### src/rtl/approx_mac_pkg.sv
// Shared types and constants for the approximate Wallace-tree MAC.
// Holds the FSM state enum, operand/product widths, the truncation mask
// that defines the approximation, and a 3:2 carry-save compressor helper.
package approx_mac_pkg;

  localparam int OP_W   = 8;
  localparam int PROD_W = 16;

  // The approximation: every partial-product bit that lands in columns
  // 0..3 is discarded before reduction, so products are never over-estimated
  // and their low nibble is always zero.
  localparam logic [PROD_W-1:0] PP_KEEP_MASK = 16'hFFF0;

  typedef enum logic [1:0] {
    IDLE,
    ACCUM,
    DONE
  } mac_state_t;

  typedef struct packed {
    logic [PROD_W-1:0] s;
    logic [PROD_W-1:0] c;
  } csa_t;

  // Row-wise full-adder compressor; carries leaving bit 15 are dropped,
  // which is exact because the true product always fits in 16 bits.
  function automatic csa_t csa(input logic [PROD_W-1:0] x,
                               input logic [PROD_W-1:0] y,
                               input logic [PROD_W-1:0] z);
    csa_t r;
    r.s = x ^ y ^ z;
    r.c = ((x & y) | (x & z) | (y & z)) << 1;
    return r;
  endfunction

endpackage

### src/rtl/approx_wallace_mac_accumulator_mult.sv
// Approximate 8x8 unsigned Wallace-tree multiplier, purely combinational.
// Latency: 0 cycles. Backpressure: none (no state, no handshake).
// Ports: a_i, b_i operands; p_o 16-bit approximate product.
module approx_wallace_mac_accumulator_mult
  import approx_mac_pkg::*;
(
  input  logic [OP_W-1:0]   a_i,
  input  logic [OP_W-1:0]   b_i,
  output logic [PROD_W-1:0] p_o
);

  logic [PROD_W-1:0] pp [OP_W];

  for (genvar j = 0; j < OP_W; j++) begin : g_pp
    assign pp[j] = (b_i[j] ? (PROD_W'(a_i) << j) : '0) & PP_KEEP_MASK;
  end

  // Reduction tree: 8 rows -> 6 -> 4 -> 3 -> 2, then one carry-propagate add.
  csa_t l1_0, l1_1, l2_0, l2_1, l3_0, l4_0;

  assign l1_0 = csa(pp[0], pp[1], pp[2]);
  assign l1_1 = csa(pp[3], pp[4], pp[5]);
  assign l2_0 = csa(l1_0.s, l1_0.c, l1_1.s);
  assign l2_1 = csa(l1_1.c, pp[6], pp[7]);
  assign l3_0 = csa(l2_0.s, l2_0.c, l2_1.s);
  assign l4_0 = csa(l3_0.s, l3_0.c, l2_1.c);

  assign p_o = l4_0.s + l4_0.c;

endmodule

### src/rtl/approx_wallace_mac_accumulator.sv
// Framed multiply-accumulate over a stream of 8-bit operand pairs.
// Latency: accept at edge E, product registered at E, added at E+1; out_valid from E+1 after last accept.
// Backpressure: in_ready drops once all terms are accepted; result held in DONE until out_ready.
// Ports: clk/rst_n; start+num_terms open a frame; a,b/in_valid/in_ready operand stream;
//   result/overflow/out_valid/out_ready result port; busy high outside IDLE.
// Build option ACC_SAT_EN: saturate acc to all-ones on carry-out instead of wrapping.
module approx_wallace_mac_accumulator
  import approx_mac_pkg::*;
#(
  parameter int ACC_W = 24,
  parameter int CNT_W = 8
) (
  input  logic             clk,
  input  logic             rst_n,
  input  logic             start,
  input  logic [CNT_W-1:0] num_terms,
  input  logic             in_valid,
  output logic             in_ready,
  input  logic [OP_W-1:0]  a,
  input  logic [OP_W-1:0]  b,
  output logic             out_valid,
  input  logic             out_ready,
  output logic [ACC_W-1:0] result,
  output logic             overflow,
  output logic             busy
);

  localparam int SUM_W = ACC_W + 1;

  mac_state_t        state_q, state_d;
  logic [CNT_W-1:0]  num_terms_q, num_terms_d;
  logic [CNT_W-1:0]  accept_cnt_q, accept_cnt_d;
  logic [CNT_W-1:0]  add_cnt_q, add_cnt_d;
  logic [ACC_W-1:0]  acc_q, acc_d;
  logic              ovf_q, ovf_d;
  logic [PROD_W-1:0] p_q, p_d;
  logic              p_vld_q, p_vld_d;
  logic              in_ready_q, in_ready_d;
  logic              out_valid_q, out_valid_d;
  logic              busy_q, busy_d;

  logic [PROD_W-1:0] prod;
  logic              accept;
  logic [SUM_W-1:0]  sum_w;
  logic [CNT_W-1:0]  add_cnt_inc;

  approx_wallace_mac_accumulator_mult u_mult (
    .a_i (a),
    .b_i (b),
    .p_o (prod)
  );

  // in_ready_q is only ever set in ACCUM, so no state qualifier is needed.
  assign accept      = in_valid & in_ready_q;
  assign sum_w       = {1'b0, acc_q} + SUM_W'(p_q);
  assign add_cnt_inc = add_cnt_q + 1'b1;

  always_comb begin
    state_d      = state_q;
    num_terms_d  = num_terms_q;
    accept_cnt_d = accept_cnt_q;
    add_cnt_d    = add_cnt_q;
    acc_d        = acc_q;
    ovf_d        = ovf_q;
    p_d          = p_q;
    p_vld_d      = 1'b0;
    unique case (state_q)
      IDLE: begin
        if (start) begin
          num_terms_d  = num_terms;
          accept_cnt_d = '0;
          add_cnt_d    = '0;
          acc_d        = '0;
          ovf_d        = 1'b0;
          state_d      = (num_terms == '0) ? DONE : ACCUM;
        end
      end
      ACCUM: begin
        if (accept) begin
          p_d          = prod;
          p_vld_d      = 1'b1;
          accept_cnt_d = accept_cnt_q + 1'b1;
        end
        if (p_vld_q) begin
          ovf_d     = ovf_q | sum_w[ACC_W];
`ifdef ACC_SAT_EN
          acc_d     = sum_w[ACC_W] ? '1 : sum_w[ACC_W-1:0];
`else
          acc_d     = sum_w[ACC_W-1:0];
`endif
          add_cnt_d = add_cnt_inc;
          if (add_cnt_inc == num_terms_q) state_d = DONE;
        end
      end
      DONE: begin
        if (out_ready) state_d = IDLE;
      end
      default: state_d = IDLE;
    endcase
    // Handshake outputs are registered from the next-state values so they
    // carry no combinational path from in_valid or out_ready.
    in_ready_d  = (state_d == ACCUM) && (accept_cnt_d < num_terms_d);
    out_valid_d = (state_d == DONE);
    busy_d      = (state_d != IDLE);
  end

  always_ff @(posedge clk or negedge rst_n) begin
    if (!rst_n) begin
      state_q      <= IDLE;
      num_terms_q  <= '0;
      accept_cnt_q <= '0;
      add_cnt_q    <= '0;
      acc_q        <= '0;
      ovf_q        <= 1'b0;
      p_q          <= '0;
      p_vld_q      <= 1'b0;
      in_ready_q   <= 1'b0;
      out_valid_q  <= 1'b0;
      busy_q       <= 1'b0;
    end else begin
      state_q      <= state_d;
      num_terms_q  <= num_terms_d;
      accept_cnt_q <= accept_cnt_d;
      add_cnt_q    <= add_cnt_d;
      acc_q        <= acc_d;
      ovf_q        <= ovf_d;
      p_q          <= p_d;
      p_vld_q      <= p_vld_d;
      in_ready_q   <= in_ready_d;
      out_valid_q  <= out_valid_d;
      busy_q       <= busy_d;
    end
  end

  assign in_ready  = in_ready_q;
  assign out_valid = out_valid_q;
  assign busy      = busy_q;
  assign result    = acc_q;
  assign overflow  = ovf_q;

endmodule
### config.mk
export PLATFORM = sky130hd
export DESIGN_NAME = approx_wallace_mac_accumulator
export DESIGN_NICKNAME = d
export VERILOG_FILES = /design/src/rtl/approx_mac_pkg.sv /design/src/rtl/approx_wallace_mac_accumulator_mult.sv /design/src/rtl/approx_wallace_mac_accumulator.sv
export SDC_FILE = /design/constraint.sdc
export NUM_CORES = 1
export LEC_CHECK = 0
export CAP_MARGIN = 20
export CORE_MARGIN = 3
export CORE_UTILIZATION = 34
export CTS_CLUSTER_DIAMETER = 40
export CTS_CLUSTER_SIZE = 12
export DETAILED_ROUTE_END_ITERATION = 16
export MAX_ROUTING_LAYER = met4
export PLACE_DENSITY_LB_ADDON = 0.2
export REMOVE_ABC_BUFFERS = 1
export SLEW_MARGIN = 15
export SYNTH_ARGS = -nofsm -noshare
export SYNTH_HDL_FRONTEND = slang
export SYNTH_SLANG_ARGS = --single-unit
### constraint.sdc
create_clock -name clk -period 2.45 [get_ports clk]
set_input_delay 0.245 -clock clk [delete_from_list [all_inputs] [get_ports clk]]
set_output_delay 0.245 -clock clk [all_outputs]
set_load 0.02 [all_outputs]
=== Yosys cells after proc, flatten, opt, wreduce, memory -nomap -nowiden ===
Cells that the tools add are included.

* Muxes and demuxes: 30
* Bitwise gates (word level): 44
* Magnitude comparators: 1
* Add/sub/neg operators: 4
* Reduce and logical (&&, ||, !) cells: 7
* Equal/unequal tests: 7

{| class="wikitable"
|+ Operator list
! cell !! number
|-
| $and A15 B15 Y15 || 17
|-
| $or A15 B15 Y15 || 12
|-
| $xor A16 B16 Y16 || 8
|-
| $mux W8 || 7
|-
| $mux W24 || 2
|-
| $pmux W24 S2 || 1
|-
| $pmux W8 S2 || 2
|-
| $add A24 B16 Y25 || 1
|-
| $add A16 B16 Y16 || 1
|-
| $add A8 B1 Y8 const B || 2
|-
| $xor A16 B10 Y16 || 1
|-
| $xor A16 B13 Y16 || 1
|-
| $xor A16 B14 Y16 || 1
|-
| $xor A16 B15 Y16 || 1
|-
| $and A15 B14 Y15 || 1
|-
| $mux W15 || 1
|-
| $mux W14 || 1
|-
| $mux W13 || 1
|-
| $mux W12 || 1
|-
| $mux W11 || 1
|-
| $mux W10 || 1
|-
| $mux W2 || 5
|-
| $mux W9 || 1
|-
| $eq A8 B8 Y1 || 1
|-
| 15 further kinds || 22
|}

* Input port bits: 29
* Flip-flop bits (word level): 71
* Word-level logic and storage cells: 104
* Output and inout port bits: 28

=== Longest topological paths before layout ===
Gate-level depths: netlist (run 1).

* Depth in word-level cells: 14
* Depth in mapped cells: 17
* Gate-level depth less buffers: 17

=== Hierarchy ===
From an unflattened synthesis (run 1), not the netlist that was laid out.

* Cell total of the unflattened synthesis: 625
* Area, all modules: 5914.4 sq um

{| class="wikitable"
|+ Modules (own cells, without submodules)
! module !! area an instance (sq um) !! instances !! cells each !! seq. area each (sq um)
|-
| approx_wallace_mac_accumulator || 4315.4 || 1 || 450 || 1776.7
|-
| approx_wallace_mac_accumulator_mult || 1599.0 || 1 || 175 || 0.0
|}

=== Worst setup path before layout (run 1) ===
OpenSTA, ideal clock, no wires.

* Path type: in2reg
* From: input a[4]
* To: register p_q[15]
* Stages on the path: 15
* Setup time: 0.135 ns
* Data arrival time: 3.972 ns
* Path slack: -1.657 ns
* Buffers on the path: 0
* Data required time: 2.315 ns
* Cell sequence: and2_1 > fa_1 > inv_1 > fa_1 > fa_1 > fa_1 > inv_1 > ha_1 > fa_1 > a21o_1 > a21oi_1 > o21ai_0 > a31oi_1 > xor2_1 > o21ai_0

* Word-level cells in the longest chain between the ends: 14
* Elaborated cells on any way between the ends: 51
* Those cells by class: 1 x add/sub; 8 x mux; 42 x bitwise

{| class="wikitable"
|+ Ends and longest elaborated chain
! item !! line !! RTL
|-
| start, declared || approx_wallace_mac_accumulator.sv:19 || <nowiki>input logic [OP_W-1:0] a,</nowiki>
|-
| $mux W8, or another cell as far along || approx_wallace_mac_accumulator_mult.sv:15 || <nowiki>assign pp[j] = (b_i[j] ? (PROD_W'(a_i) << j) : '0) & PP_KEEP_MASK;</nowiki>
|-
| $and A15 B15 Y15 || approx_mac_pkg.sv:32 || <nowiki>r.c = ((x & y) | (x & z) | (y & z)) << 1;</nowiki>
|-
| $or A15 B15 Y15 (2 in a row) || approx_mac_pkg.sv:32 ||
|-
| $and A15 B15 Y15 || approx_mac_pkg.sv:32 ||
|-
| $or A15 B15 Y15 (2 in a row) || approx_mac_pkg.sv:32 ||
|-
| $and A15 B15 Y15 || approx_mac_pkg.sv:32 ||
|-
| $or A15 B15 Y15 (2 in a row) || approx_mac_pkg.sv:32 ||
|-
| $and A15 B15 Y15 || approx_mac_pkg.sv:32 ||
|-
| $or A15 B15 Y15 (2 in a row) || approx_mac_pkg.sv:32 ||
|-
| $add A16 B16 Y16 * || approx_wallace_mac_accumulator_mult.sv:28 || <nowiki>assign p_o = l4_0.s + l4_0.c;</nowiki>
|-
| end signal, assigned || approx_wallace_mac_accumulator.sv:127 || <nowiki>p_q <= p_d;</nowiki>
|-
| end, declared || approx_wallace_mac_accumulator.sv:36 || <nowiki>logic [PROD_W-1:0] p_q, p_d;</nowiki>
|}

Every way passes the cells marked *; elsewhere a longest branch is shown, timed or not.
A chain may end at the register's enable or synchronous reset.

=== Worst setup path after layout (run 1) ===
* From: input b[5]
* To: register p_q[15]

* Word-level cells in the longest chain between the ends: 13
* Elaborated cells on any way between the ends: 32
* Those cells by class: 1 x add/sub; 1 x mux; 30 x bitwise

{| class="wikitable"
|+ Ends and longest elaborated chain
! item !! line !! RTL
|-
| start, declared || approx_wallace_mac_accumulator.sv:20 || <nowiki>input logic [OP_W-1:0] b,</nowiki>
|-
| $mux W13 * || approx_wallace_mac_accumulator_mult.sv:15 ||
|-
| $and A15 B15 Y15 || approx_mac_pkg.sv:32 ||
|-
| $or A15 B15 Y15 (2 in a row) || approx_mac_pkg.sv:32 ||
|-
| $xor A16 B14 Y16 || approx_mac_pkg.sv:31 || <nowiki>r.s = x ^ y ^ z;</nowiki>
|-
| $xor A16 B15 Y16 || approx_mac_pkg.sv:31 ||
|-
| $and A15 B15 Y15 || approx_mac_pkg.sv:32 ||
|-
| $or A15 B15 Y15 (2 in a row) || approx_mac_pkg.sv:32 ||
|-
| $and A15 B15 Y15 || approx_mac_pkg.sv:32 ||
|-
| $or A15 B15 Y15 (2 in a row) || approx_mac_pkg.sv:32 ||
|-
| $add A16 B16 Y16 * || approx_wallace_mac_accumulator_mult.sv:28 ||
|}

Marked as above.

==> results.py, run 1 <==
metrics = {
    "sta": {
        "period_minus_slack_ns": 3.79,
        "setup_violations": 9,
        "min_period_over_period_pct": 155,
        "clock.fmax_mhz": 264,
        "whs_ns": 0.441,
        "worst_slack_ns": -1.34,
        "drv_slew": 0,
        "hold_violations": 0,
        "skew_ns": 0.00864,
        "rsz0062_at_grt": "true",
    },
    "run": {
        "cap_violations": 0,
    },
    "synthesis": {
        "synth-main-ff-cell": "dfrtp_1",
        "synth_compound_area_share_pct": 14.8,
        "synthMuxAreaShare_pct": 2.05,
        "ys_seq_area_share_pct": 30.8,
        "synth_area_per_cell_um2": 9.42,
        "yosys.area_share.adder_pct": 23.6,
        "synth_seq_cells": 63,
        "synth_simple_gate_area_share_pct": 18.8,
        "synth_top_family_by_area": "adder cells",
        "yosysWarnings": 0,
        "synth_area_um2": 5120,
        "synth.distinct_cells": 50,
        "synth_enable_flop_cells": 0,
        "synthCells": 544,
        "async_reset_ff_share_pct": 100,
        "synth_xor_area_share_pct": 4.96,
    },
    "setup_path": {
        "cp_slowest_cell": "fa_1",
        "startpoint_type": "primary input",
        "cp-end-kind": "flip-flop",
        "worstSetupPathType": "primary input to flip-flop",
        "slowest_delay_ns": 0.58,
        "required_ns": 2.66,
        "crit_top_cell": "fa_1",
        "arrival_ns": 4.00,
        "cp_max_fo": 3,
        "cp_cell_sequence": "buf_8 > buf_6 > buf_6 > and2_4 > fa_1 > inv_1 > fa_1 > fa_1 > inv_2 > fa_1 > ha_4 > a21o_1 > a21oi_2 > o21ai_1 > a31oi_1 > xor2_1 > o21ai_1",
    },
    "route": {
        "post_drt_wl_per_cell_um": 14.9,
        "drc": 0,
        "totalWireLength_um": 12500,
        "ant_nets": 0,
        "routed_via_density": 4.98,
        "drtIter0Drc": 208,
        "drt_first_pass_iters": 4,
        "vias": 4180,
    },
    "layout": {
        "area_growth_pct": 30.1,
        "post-route-util_pct": 45.5,
        "antenna_cells": 0,
        "fin_area_um2": 6670,
        "nFillCells": 1395,
        "drive_gt1_share_pct": 19.4,
        "layout.nets": 755,
    },
    "power_and_ir_drop": {
        "p_per_area_nw_per_um2": 1080,
        "power_mw": 7.21,
        "ir_drop_mv": 0.363,
        "leakage_nw": 3.16,
    },
    "cts": {
        "cts_max_level": 3,
        "cts_tree": "yes",
        "clk_latency_ns": 0.34,
        "clock_sinks": 63,
        "cts_root_buf": "clkbuf_16",
        "path_clk_slew_ns": 0.05,
        "clk_path_buf_depth": 2,
        "cts_made_buffers": 9,
    },
    "floorplanning": {
        "start_util_pct": 35.0,
        "ios": 57,
        "fp.dieH_um": 129,
        "fp-row-count": 44,
        "design.core.area_um2": 14600,
        "die_x_um": 129,
        "dieArea_um2": 16600,
    },
    "place": {
        "place_ws_ns": -2.33,
        "gp_congestion": 0.835,
        "place_area_um2": 6190,
        "dp_hpwl_um": 9760,
        "port-buffer-count": 52,
    },
    "grt": {
        "track_usage_pct": 16.2,
        "top_usage_layer": "met2",
        "use_met1_pct": 19.3,
        "grt_max_degree": 64,
        "antenna_found_initial": 0,
        "gr-usage-met2_pct": 27.6,
        "grt_use_met3_pct": 1.66,
        "first_global_vias": 4378,
        "grt_pass1_wl_um": 20900,
        "grt-ovfl-total": 0,
    },
    "status": {
        "outcome": "finished with violations",
        "violations": "negative setup slack",
    },
    "min_path": {
        "hold_class": "primary input to async pin",
    },
}
==> routing by layer <==
layer / routed length (um) / part of all wire, % / up-vias
li1: - / - / 2079
met1: 5420 / 43 / 2002
met2: 6440 / 51 / 78
met3: 338 / 2.7 / 21
met4: 319 / 2.5 / 0
met5: 0 / 0 / -
==> critical path, delay by kind of cell <==
kind / cells / cell delay (ns)
compound gates: 5 / 0.71
xor+xnor: 1 / 0.17
fa+ha+maj: 5 / 2.34
buf+inv: 5 / 0.39
simple gates: 1 / 0.13
==> cells in the mapped netlist (3+ instances only) <==
cell | count | area share [%]
fa_1 | 36 | 14
inv_1 | 43 | 3.2
o31ai_1 | 6 | 0.88
ha_1 | 39 | 9.5
and3_1 | 7 | 0.85
nor3_1 | 8 | 0.78
o21bai_1 | 3 | 0.44
nand2_1 | 64 | 4.7
mux2i_1 | 9 | 1.8
nor2b_1 | 3 | 0.37
or3_1 | 4 | 0.49
nor2_1 | 22 | 1.6
nand3_1 | 18 | 1.8
a211oi_1 | 6 | 0.88
o211ai_1 | 7 | 1.0
xor2_1 | 11 | 1.9
and2_1 | 43 | 5.3
o21ai_0 | 38 | 3.7
nand4_1 | 4 | 0.49
a31oi_1 | 3 | 0.37
dfrtp_1 | 63 | 31
a32o_1 | 3 | 0.59
a21o_1 | 13 | 1.9
o21a_1 | 3 | 0.44
a22o_1 | 5 | 0.85
buf_4 | 4 | 0.59
clkbuf_1 | 10 | 0.73
xnor2_1 | 18 | 3.1
a21oi_1 | 21 | 2.1
==> per-stage QoR <==
stage               TNS, ns  instances
CTS                   -8.90        836
global placement     -17.72        817
global route         -10.19        840
finish                -9.06        840
floorplan            -11.76        530
detailed placement   -18.40        817
==> registers in the layout (all words and copies together), names as in the netlist <==
| signal | flops |
|---|---|
| accept_cnt_q | 8 |
| add_cnt_q | 8 |
| busy | 1 |
| in_ready | 1 |
| num_terms_q | 8 |
| out_valid | 1 |
| overflow | 1 |
| p_q | 12 |
| p_vld_q | 1 |
| result | 20 |
| state_q | 2 |
==> kinds of logic after synthesis <==
kind of cell / after synthesis
buffers and inverters: 60
AO/OA/AOI/OAI: 117
adder cells (fa/ha/maj): 75
flip-flops: 63
multiplexers: 10
other: 1
AND/OR/NAND/NOR: 189
XOR/XNOR: 29
==> cell type report <==
class | count | area, um^2 | area share (%)
multi-input cells | 424 | 3410 | 51.2
flip-flops and latches | 63 | 1580 | 23.7
repair buffers | 110 | 975 | 14.6
clock buffers | 13 | 270 | 4.05
well taps | 184 | 230 | 3.45
inverters | 43 | 161 | 2.42
clock inverters | 3 | 40.0 | 0.601
==> final timing paths <==
kind	slack [ns]	start	endpoint	cells after the start
max in group asynchronous	1.69	rst_n	accept_cnt_q[0]	3
worst max register to register	0.21	result[9]	result[20]	7
worst min-delay path	0.44	rst_n	result[21]	3
worst min register to register	0.48	p_q[8]	p_q[8]	2
min in group clk	0.48	p_q[8]	p_q[8]	2
worst max-delay path	-1.34	b[5]	p_q[15]	17
==> cell usage in the layout (no fill, tap or decap), drive strengths merged, types with 3 or more instances in the layout <==
cell type and count:
nand4 4, xor2 11, ha 39, a21oi 22
nor2 22, inv 43, fa 36, conb 4
mux2i 9, a22o 5, a21o 13, nor3 8
o21ai 39, o21bai 3, nor2b 3, o21a 3
buf 65, a211oi 6, a31oi 3, and3 7
nand3 18, o31ai 6, and2 43, xnor2 18
or3 4, nand2 64, o211ai 8, a32o 3
clkdlybuf4s50 36, dfrtp 63, clkbuf 17
==> power breakdown <==
group | internal (mW) | total [mW] | leakage, nW | switching, mW
Sequential | 1.41 | 1.75 | 0.798 | 0.340
Clock | 0.866 | 1.32 | 0.156 | 0.453
Combinational | 1.97 | 4.14 | 2.21 | 2.17
Total | 4.25 | 7.21 | 3.16 | 2.96
==> what timing repair did <==
action	CTS	global route
hold endpoints to repair	63	0
pin swaps	39	31
gates resized for setup	83	24
hold buffers	1	0
buffers inserted	2	4
setup endpoints to repair	13	15
Power figures use the tool's default switching activity.
==> run 2: changes to the inputs <==
CORE_UTILIZATION = 50   (was 34)
==> results.py, run 2 (same netlist as run 1, synthesis figures left out) <==
metrics = {
    "setup_path": {
        "path_buf_inv": 3,
        "required_ns": 2.66,
        "rrSetupSlack_ns": 0.14,
        "r2r_cells": 8,
        "cp_cell_sequence": "dlygate4sd2_1 > and2_4 > fa_2 > fa_1 > inv_1 > fa_1 > fa_1 > inv_2 > ha_4 > fa_2 > a21o_1 > a21oi_2 > o21ai_1 > a31oi_1 > xor2_1 > o21ai_1",
        "startpoint_type": "primary input",
        "worstSetupPathType": "primary input to flip-flop",
        "r2r_start": "result[4]",
        "arrival_ns": 4.02,
        "crit_top_cell": "fa_1",
        "timing.rr.end": "result[20]",
        "cp_slowest_cell": "fa_1",
        "slowest_delay_ns": 0.54,
        "cp_max_fo": 3,
        "crit_family": "adder cells",
        "cp-end-kind": "flip-flop",
    },
    "sta": {
        "rsz0062_at_grt": "true",
        "drv_slew": 0,
        "skew_ns": 0.0117,
        "whs_ns": 0.431,
        "clock.fmax_mhz": 262,
        "max_slew_margin_pct": 41.7,
        "hold_violations": 0,
        "worst_pin_slew_ns": 0.871,
        "worst_slack_ns": -1.36,
        "period_minus_slack_ns": 3.81,
        "setup_violations": 9,
        "min_period_over_period_pct": 156,
    },
    "status": {
        "violations": "negative setup slack",
        "outcome": "finished with violations",
    },
    "route": {
        "ant_nets": 0,
        "drtIter0Drc": 248,
        "drc": 0,
        "routed-wl-met2_um": 6210,
        "dr.max_layer_used": "met4",
        "routedLengthMet1_um": 5050,
        "drt_first_pass_iters": 4,
        "met3WireLength_um": 479,
        "vias": 4272,
        "routed_via_density": 5.45,
        "post_drt_wl_per_cell_um": 15.2,
        "totalWireLength_um": 11900,
    },
    "layout": {
        "drive_gt1_share_pct": 18.3,
        "antenna_cells": 0,
        "area_growth_pct": 25.3,
        "fin_area_um2": 6420,
        "largest_reg_flops": 20,
        "layout.nets": 750,
        "layout.cells.most_common": "dfrtp_1",
        "layout_common_cells": "dfrtp_1 (62), nand2_1 (61), buf_4 (49)",
    },
    "place": {
        "gp_congestion": 0.857,
        "port-buffer-count": 52,
        "dp_hpwl_um": 9370,
        "place_area_um2": 6090,
    },
    "cts": {
        "cts_tree": "yes",
        "clk_latency_ns": 0.34,
        "clk_path_buf_depth": 2,
        "cts_root_buf": "clkbuf_8",
        "cts_made_buffers": 9,
        "cts_max_level": 3,
        "path_clk_slew_ns": 0.07,
        "clock_sinks": 63,
    },
    "power_and_ir_drop": {
        "ir_drop_mv": 0.613,
        "leakage_nw": 3.06,
        "p_per_area_nw_per_um2": 1050,
        "power_mw": 6.74,
    },
    "floorplanning": {
        "ios": 57,
        "fp.dieH_um": 107,
        "die_x_um": 107,
        "start_util_pct": 51.9,
        "design.core.area_um2": 9860,
        "dieArea_um2": 11500,
        "fp-row-count": 36,
    },
    "grt": {
        "track_usage_pct": 22.7,
        "grt_pass1_wl_um": 20300,
        "first_global_vias": 4323,
        "grt-ovfl-total": 0,
        "antenna_found_initial": 0,
        "grt_max_degree": 26,
    },
    "run": {
        "cap_violations": 0,
    },
    "min_path": {
        "hold_class": "primary input to async pin",
    },
}
## run 2: area by class of cell
class                   count  area, um^2
multi-input cells         424        3420
flip-flops and latches     63        1580
inverters                  43         161
repair buffers            105         916
well taps                 133         166
clock buffers              13         159
clock inverters             3        17.5
fillers                   817        3440
## run 2: power breakdown
part | internal, mW | switching [mW] | total (mW)
clock | 0.420 | 0.398 | 0.818
sequential | 1.41 | 0.335 | 1.75
combinational | 1.98 | 2.19 | 4.17
total | 3.82 | 2.92 | 6.74
## run 2: worst reg2reg max path: cells and delay by family (launching register included)
family	cells	cell delay, ns
AO/OA/AOI/OAI	6	1.22
adder cells (fa/ha/maj)	2	0.63
flip-flops	1	0.39
## run 2: per-stage QoR
stage | worst slack (ns) | setup TNS [ns] | util, % | cells
2_1_floorplan | -1.66 | -11.76 | - | 530
3_3_place_gp | -2.22 | -17.70 | 61.7 | 763
3_5_place_dp | -2.41 | -19.01 | 61.7 | 763
4_1_cts | -1.37 | -9.02 | 64.4 | 781
5_1_grt | -1.51 | -10.22 | 65.1 | 784
6_report | -1.36 | -9.08 | 65.1 | 784
## run 2: worst max path at each step
| stage | cells after the start | end | start |
|---|---|---|---|
| 5_1_grt | 16 | p_q[15] | b[5] |
| 3_5_place_dp | 16 | p_q[15] | b[3] |
| 2_1_floorplan | 15 | p_q[15] | a[4] |
| 6_report | 16 | p_q[15] | a[1] |
| 4_1_cts | 16 | p_q[15] | b[4] |
| 3_3_place_gp | 16 | p_q[15] | b[3] |
## run 2: layer usage
| layer | track usage [%] | vias up |
|---|---|---|
| met5 | - | - |
| met4 | 6.03 | 0 |
| met3 | 3.19 | 16 |
| met2 | 39.1 | 97 |
| met1 | 28.2 | 2087 |
| li1 | - | 2072 |
## run 2: timing repair
action / in CTS / in global routing
setup endpoints to repair: 11 / 15
pin swaps: 34 / 21
hold buffers: 1 / 0
resized for setup: 76 / 24
hold endpoints to repair: 23 / 0
buffers inserted: 1 / 3
==> run 3: changes to the inputs <==
GPL_ROUTABILITY_DRIVEN = 1   (was not set)
SLEW_MARGIN = 20   (was 15)
==> results of run 3 <==
Same layout as run 2: the final DEF is identical, and so are final timing and power.
==> edit 1: new RTL, config.mk and constraints of run 1 <==
The option `ACC_SAT_EN` is turned on by a define.
--- a/src/rtl/approx_wallace_mac_accumulator.sv
+++ b/src/rtl/approx_wallace_mac_accumulator.sv
@@ -6,2 +6,4 @@
 // Build option ACC_SAT_EN: saturate acc to all-ones on carry-out instead of wrapping.
+`define ACC_SAT_EN
+
 module approx_wallace_mac_accumulator
Check against the original RTL: not settled (the Yosys comparison gave no result); the edit may change what the design does.
==> edit 1 against run 1 <==
Global-route usage is 0.26 points higher; cell area is 3.3% higher; the flow still finishes with violations (setup timing); combinational power is 21% higher; area after synthesis grew 2.2%; wire length grew 1.6%; setup slack lost 0.040 ns; final cell count increased by 1.9%; power up 15%; sequential cell count grew 1.
==> edit 1: results (changes against run 1) <==
metric	value	unit	change
wl	12710	um	+1.6%
use_met1	20.34	%	+1.0 points
violations	setup timing		
globalplace.congestion	0.8937		+7.1%
hold_path.class	input pin to asynchronous set/reset pin		
layout.nets	771		+2.1%
drive_above_1_share	21.58	%	+2.2 points
largest_reg_flops	21		+5.0%
diodes	0		unchanged
critPathArrivalTime	4.04	ns	+0.04 ns
synthTopCellsByArea	dfrtp_1 (31%), fa_1 (14%), ha_1 (9.3%)		
worst_path_max_delay_cell	fa_1		
grt_pass1_wl	21610	um	+3.2%
grt_use_met3	2.047	%	+0.39 points
yosys_warnings	0		unchanged
drt_iter0_drc	237		+14%
insertion_delay	0.33	ns	
ff2ff_setup_slack	0.10	ns	-0.11 ns
grt.total_usage	16.46	%	+0.26 points
synth_cells	556		+2.2%
max_stage_delay	0.55	ns	-0.03 ns
ys_seq_area_share	30.58	%	-0.19 points
synthArstFlopShare	100.0	%	unchanged
first_pass_iters	4		unchanged
path_clk_slew	0.05	ns	about the same
cts_root_buf	clkbuf_16		
status	finished, violations left		
placed_cells	829		+1.5%
synth_commonest_cells	dfrtp_1 (64), nand2_1 (62), inv_1 (47)		
setup_ws	-1.377	ns	-0.04026 ns
cts_buffer_depth	2		unchanged
grt_overflow	0		unchanged
pre_cts_ws	-2.309	ns	+0.02073 ns
final.setup_skew	0.004702	ns	-0.003938 ns
htree_num_levels	3		unchanged
setup_viol	9		unchanged
max_slew_margin	55.05	%	
vias	4375		+4.7%
grt_max_degree	43		-33%
cts_made_buffers	9		unchanged
p_leak	3.193	nW	+1.1%
path_delay_family	adder cells		
grtUsageMet2	28.06	%	+0.44 points
stdcell_count	856		+1.9%
io_buffers	56		+7.7%
peakVddDrop	0.4269	mV	+18%
dp_hpwl	10060	um	+3.1%
synth_cell_type_count	56		+12%
cp_max_fo	2		-1
antenna_found_initial	0		unchanged
-- edit 1: cell types whose count changed after synthesis, moves of 6 or more --
cell / before / now
a21oi_1: 21 / 42
a31oi_1: 3 / 13
o21ai_0: 38 / 28
buf_2: 1 / 8
nand3_1: 18 / 11
clkbuf_1: 10 / 4
-- edit 1: cells by family (layout without fill, tap and decap cells) --
| group | count (synthesis) | after routing | synth area share, % |
|---|---|---|---|
| and+or+nand+nor | 178 | 178 | 17.70 |
| DFF | 64 | 64 | 30.58 |
| muxes | 13 | 13 | 2.532 |
| AOI/OAI and AO/OA | 135 | 135 | 16.58 |
| buffers and inverters | 66 | 182 | 5.351 |
| xor gates and xnor gates | 25 | 25 | 4.181 |
| adders and majority gates | 75 | 75 | 23.08 |
-- edit 1: final timing paths --
check	startpoint	to	cells after the start
min reg2reg	p_q[8]	p_q[8]	2
max in group asynchronous	rst_n	result[8]	3
max	b[4]	p_q[15]	16
max reg2reg	in_ready	in_ready	13
min in group clk	p_q[8]	p_q[8]	2
min	rst_n	result[20]	2
-- edit 1: timing repair --
action | in CTS | in global routing
pin swaps | 43 | 17
gates resized for setup | 86 | 14
hold buffers | 1 | 0
hold endpoints to repair | 22 | 0
endpoints found under the setup margin | 12 | 19
buffers inserted | 5 | 5
-- edit 1: metal layers --
| metal | vias up | part of all wire (%) |
|---|---|---|
| li1 | 2152 | - |
| met1 | 2137 | 45 |
| met2 | 73 | 52 |
| met3 | 13 | 2.1 |
| met4 | 0 | 1.4 |
| met5 | - | 0 |
-- edit 1: power by group --
part           internal (W)  leakage (nW)  switching (W)  total (W)
sequential          0.00149         0.790       0.000425    0.00192
clock              0.000916         0.152       0.000455    0.00137
combinational       0.00239          2.25        0.00261    0.00500
total               0.00480          3.19        0.00349    0.00829
-- edit 1: final cells by class --
| type | instances | area (sq um) |
|---|---|---|
| multi-input combinational | 426 | 3507 |
| clock buffer | 11 | 242.7 |
| timing repair buffer | 119 | 1047 |
| sequential | 64 | 1602 |
| inverter | 47 | 176.4 |
| clock inverter | 5 | 80.08 |
| fill | 1404 | 7924 |
| tap | 184 | 230.2 |
-- edit 1: stage by stage --
stage	cell area, sq um	hold slack [ns]	TNS [ns]
6_report	6885	0.4631	-9.243
2_1_floorplan	5134	-0.05059	-11.27
4_1_cts	6802	0.4817	-9.045
5_1_grt	6885	0.5038	-10.26
3_5_place_dp	6322	0.2878	-18.52
3_3_place_gp	6322	0.2838	-17.97
==> edit 2: new RTL, flow settings as in run 1 <==
Made on the original files. `p_q` no longer has a reset.
--- a/src/rtl/approx_wallace_mac_accumulator.sv
+++ b/src/rtl/approx_wallace_mac_accumulator.sv
@@ -114,3 +114,2 @@
       ovf_q        <= 1'b0;
-      p_q          <= '0;
       p_vld_q      <= 1'b0;
@@ -126,3 +125,2 @@
       ovf_q        <= ovf_d;
-      p_q          <= p_d;
       p_vld_q      <= p_vld_d;
@@ -132,2 +130,6 @@
     end
+  end
+
+  always_ff @(posedge clk) begin
+    p_q <= p_d;
   end
Function: no difference found for any inputs over 4 cycles, from zero or initial values and one cycle with rst_n low; that may be too few to reach the edited logic, so the function may still have changed.
==> edit 2 against run 1 <==
Highest routed layer unchanged; sequential cell count unchanged; clock power down 3%; final cell count up 0.95%; critical path type unchanged; critical endpoint is now p_q[15]; the flow still finishes with violations (setup timing); cell area up 5.2%; wire length up 0.74%; sequential share of layout area down 0.29 points; area after synthesis up 1.1%; setup slack worse by 0.068 ns; power up 4.6%.
==> edit 2: results (changes against run 1) <==
metric	value	unit	change
status	finished, violations left		
violations	setup timing		
cts_buffer_depth	2		unchanged
dr_wl_met2	6041	um	-6.1%
r2r_end	in_ready		
setup_viol	10		+1
cts_resized	111		+34%
fin_hold_ws	0.03736	ns	-0.4041 ns
diodes	0		unchanged
grt.total_usage	16.70	%	+0.50 points
drt_iter0_drc	186		-11%
ff2ff_setup_slack	-0.14	ns	-0.35 ns
largest_reg_flops	20		unchanged
yosys_warnings	0		unchanged
ys_seq_area_share	31.59	%	+0.82 points
layout.nets	763		+1.1%
first_pass_iters	4		unchanged
routedWlPerCell	14.87	um	-0.22%
grt_pass1_wl	21710	um	+3.7%
cp_max_fo	4		+1
synth_cell_type_count	58		+16%
p_leak	3.250	nW	+2.9%
postCtsSetupBuffers	8		+6
synth_commonest_cells	nand2_1 (52), dfrtp_1 (51), and2_1 (46)		
grtUsageMet2	26.83	%	-0.79 points
synthTopCellsByArea	dfrtp_1 (25%), fa_1 (14%), ha_1 (9.4%)		
grt_use_met3	3.298	%	+1.6 points
synthArstFlopShare	80.95	%	-19 points
final.setup_skew	0.007684	ns	-0.0009564 ns
path_clk_slew	0.06	ns	
dp_hpwl	9653	um	-1.1%
use_met1	21.78	%	+2.5 points
grt_max_degree	52		-19%
max_stage_delay	0.55	ns	-0.03 ns
pre_cts_ws	-2.452	ns	-0.1227 ns
globalplace.congestion	0.8544		+2.4%
peakVddDrop	0.5308	mV	+46%
dr_wl_met3	423	um	+25%
wirelength_met1	5971	um	+10%
detail_route.vias_per_cell	5.034		+1.2%
drive_above_1_share	27.11	%	+7.7 points
fill_cells	1395		unchanged
setup_ws	-1.405	ns	-0.06787 ns
r2r_cells	9		+2
netlist.area_leader.share	24.63	%	-6.1 points
critPathArrivalTime	3.93	ns	-0.07 ns
reg2reg_from	state_q[0]		
synth_edf_count	12		+12
grt_pass1_vias	4489		+2.5%
htree_num_levels	3		unchanged
cts_root_buf	clkbuf_16		
==> edit 2: worst max path at each step <==
stage | from | end | slack [ns] | cells after the start
6_report | b[5] | p_q[15] | -1.40 | 15
5_1_grt | b[5] | p_q[15] | -1.53 | 15
4_1_cts | b[4] | p_q[15] | -1.52 | 15
3_5_place_dp | b[3] | p_q[15] | -2.45 | 15
3_3_place_gp | b[3] | p_q[15] | -2.34 | 15
2_1_floorplan | a[4] | p_q[15] | -1.77 | 14
==> edit 2: stage by stage <==
step	instance area, sq um	total power [W]	TNS (ns)	cells
2_1_floorplan	5105	0.004410	-11.66	515
3_3_place_gp	6376	0.005811	-19.00	821
3_5_place_dp	6376	0.005882	-19.65	821
4_1_cts	6923	0.007489	-9.313	845
5_1_grt	7009	0.008216	-10.38	848
6_report	7009	0.007543	-9.275	848
==> edit 2: cells by family after synthesis <==
| logic type | after synthesis | share of synthesized area [%] |
|---|---|---|
| simple gates | 175 | 17.46 |
| compound gates | 113 | 14.95 |
| fa+ha+maj | 75 | 23.33 |
| flops | 63 | 31.59 |
| buf+inv | 58 | 4.733 |
| xor+xnor | 23 | 3.888 |
| mux | 20 | 3.984 |
| other cells | 1 | 0.07238 |
==> edit 2: area by class of cell <==
class,instances,area share (%)
clock buffer,9,3.213
clock inverter,7,1.053
inverter,42,2.249
multi-input combinational,410,50.77
sequential,63,23.38
tap,184,3.285
timing repair buffer,133,16.05
==> edit 2: power by group <==
| part | switching, W | internal, W | total [W] |
|---|---|---|---|
| clock network | 0.000489 | 0.000788 | 0.00128 |
| logic | 0.00218 | 0.00219 | 0.00437 |
| registers | 0.000373 | 0.00153 | 0.00190 |
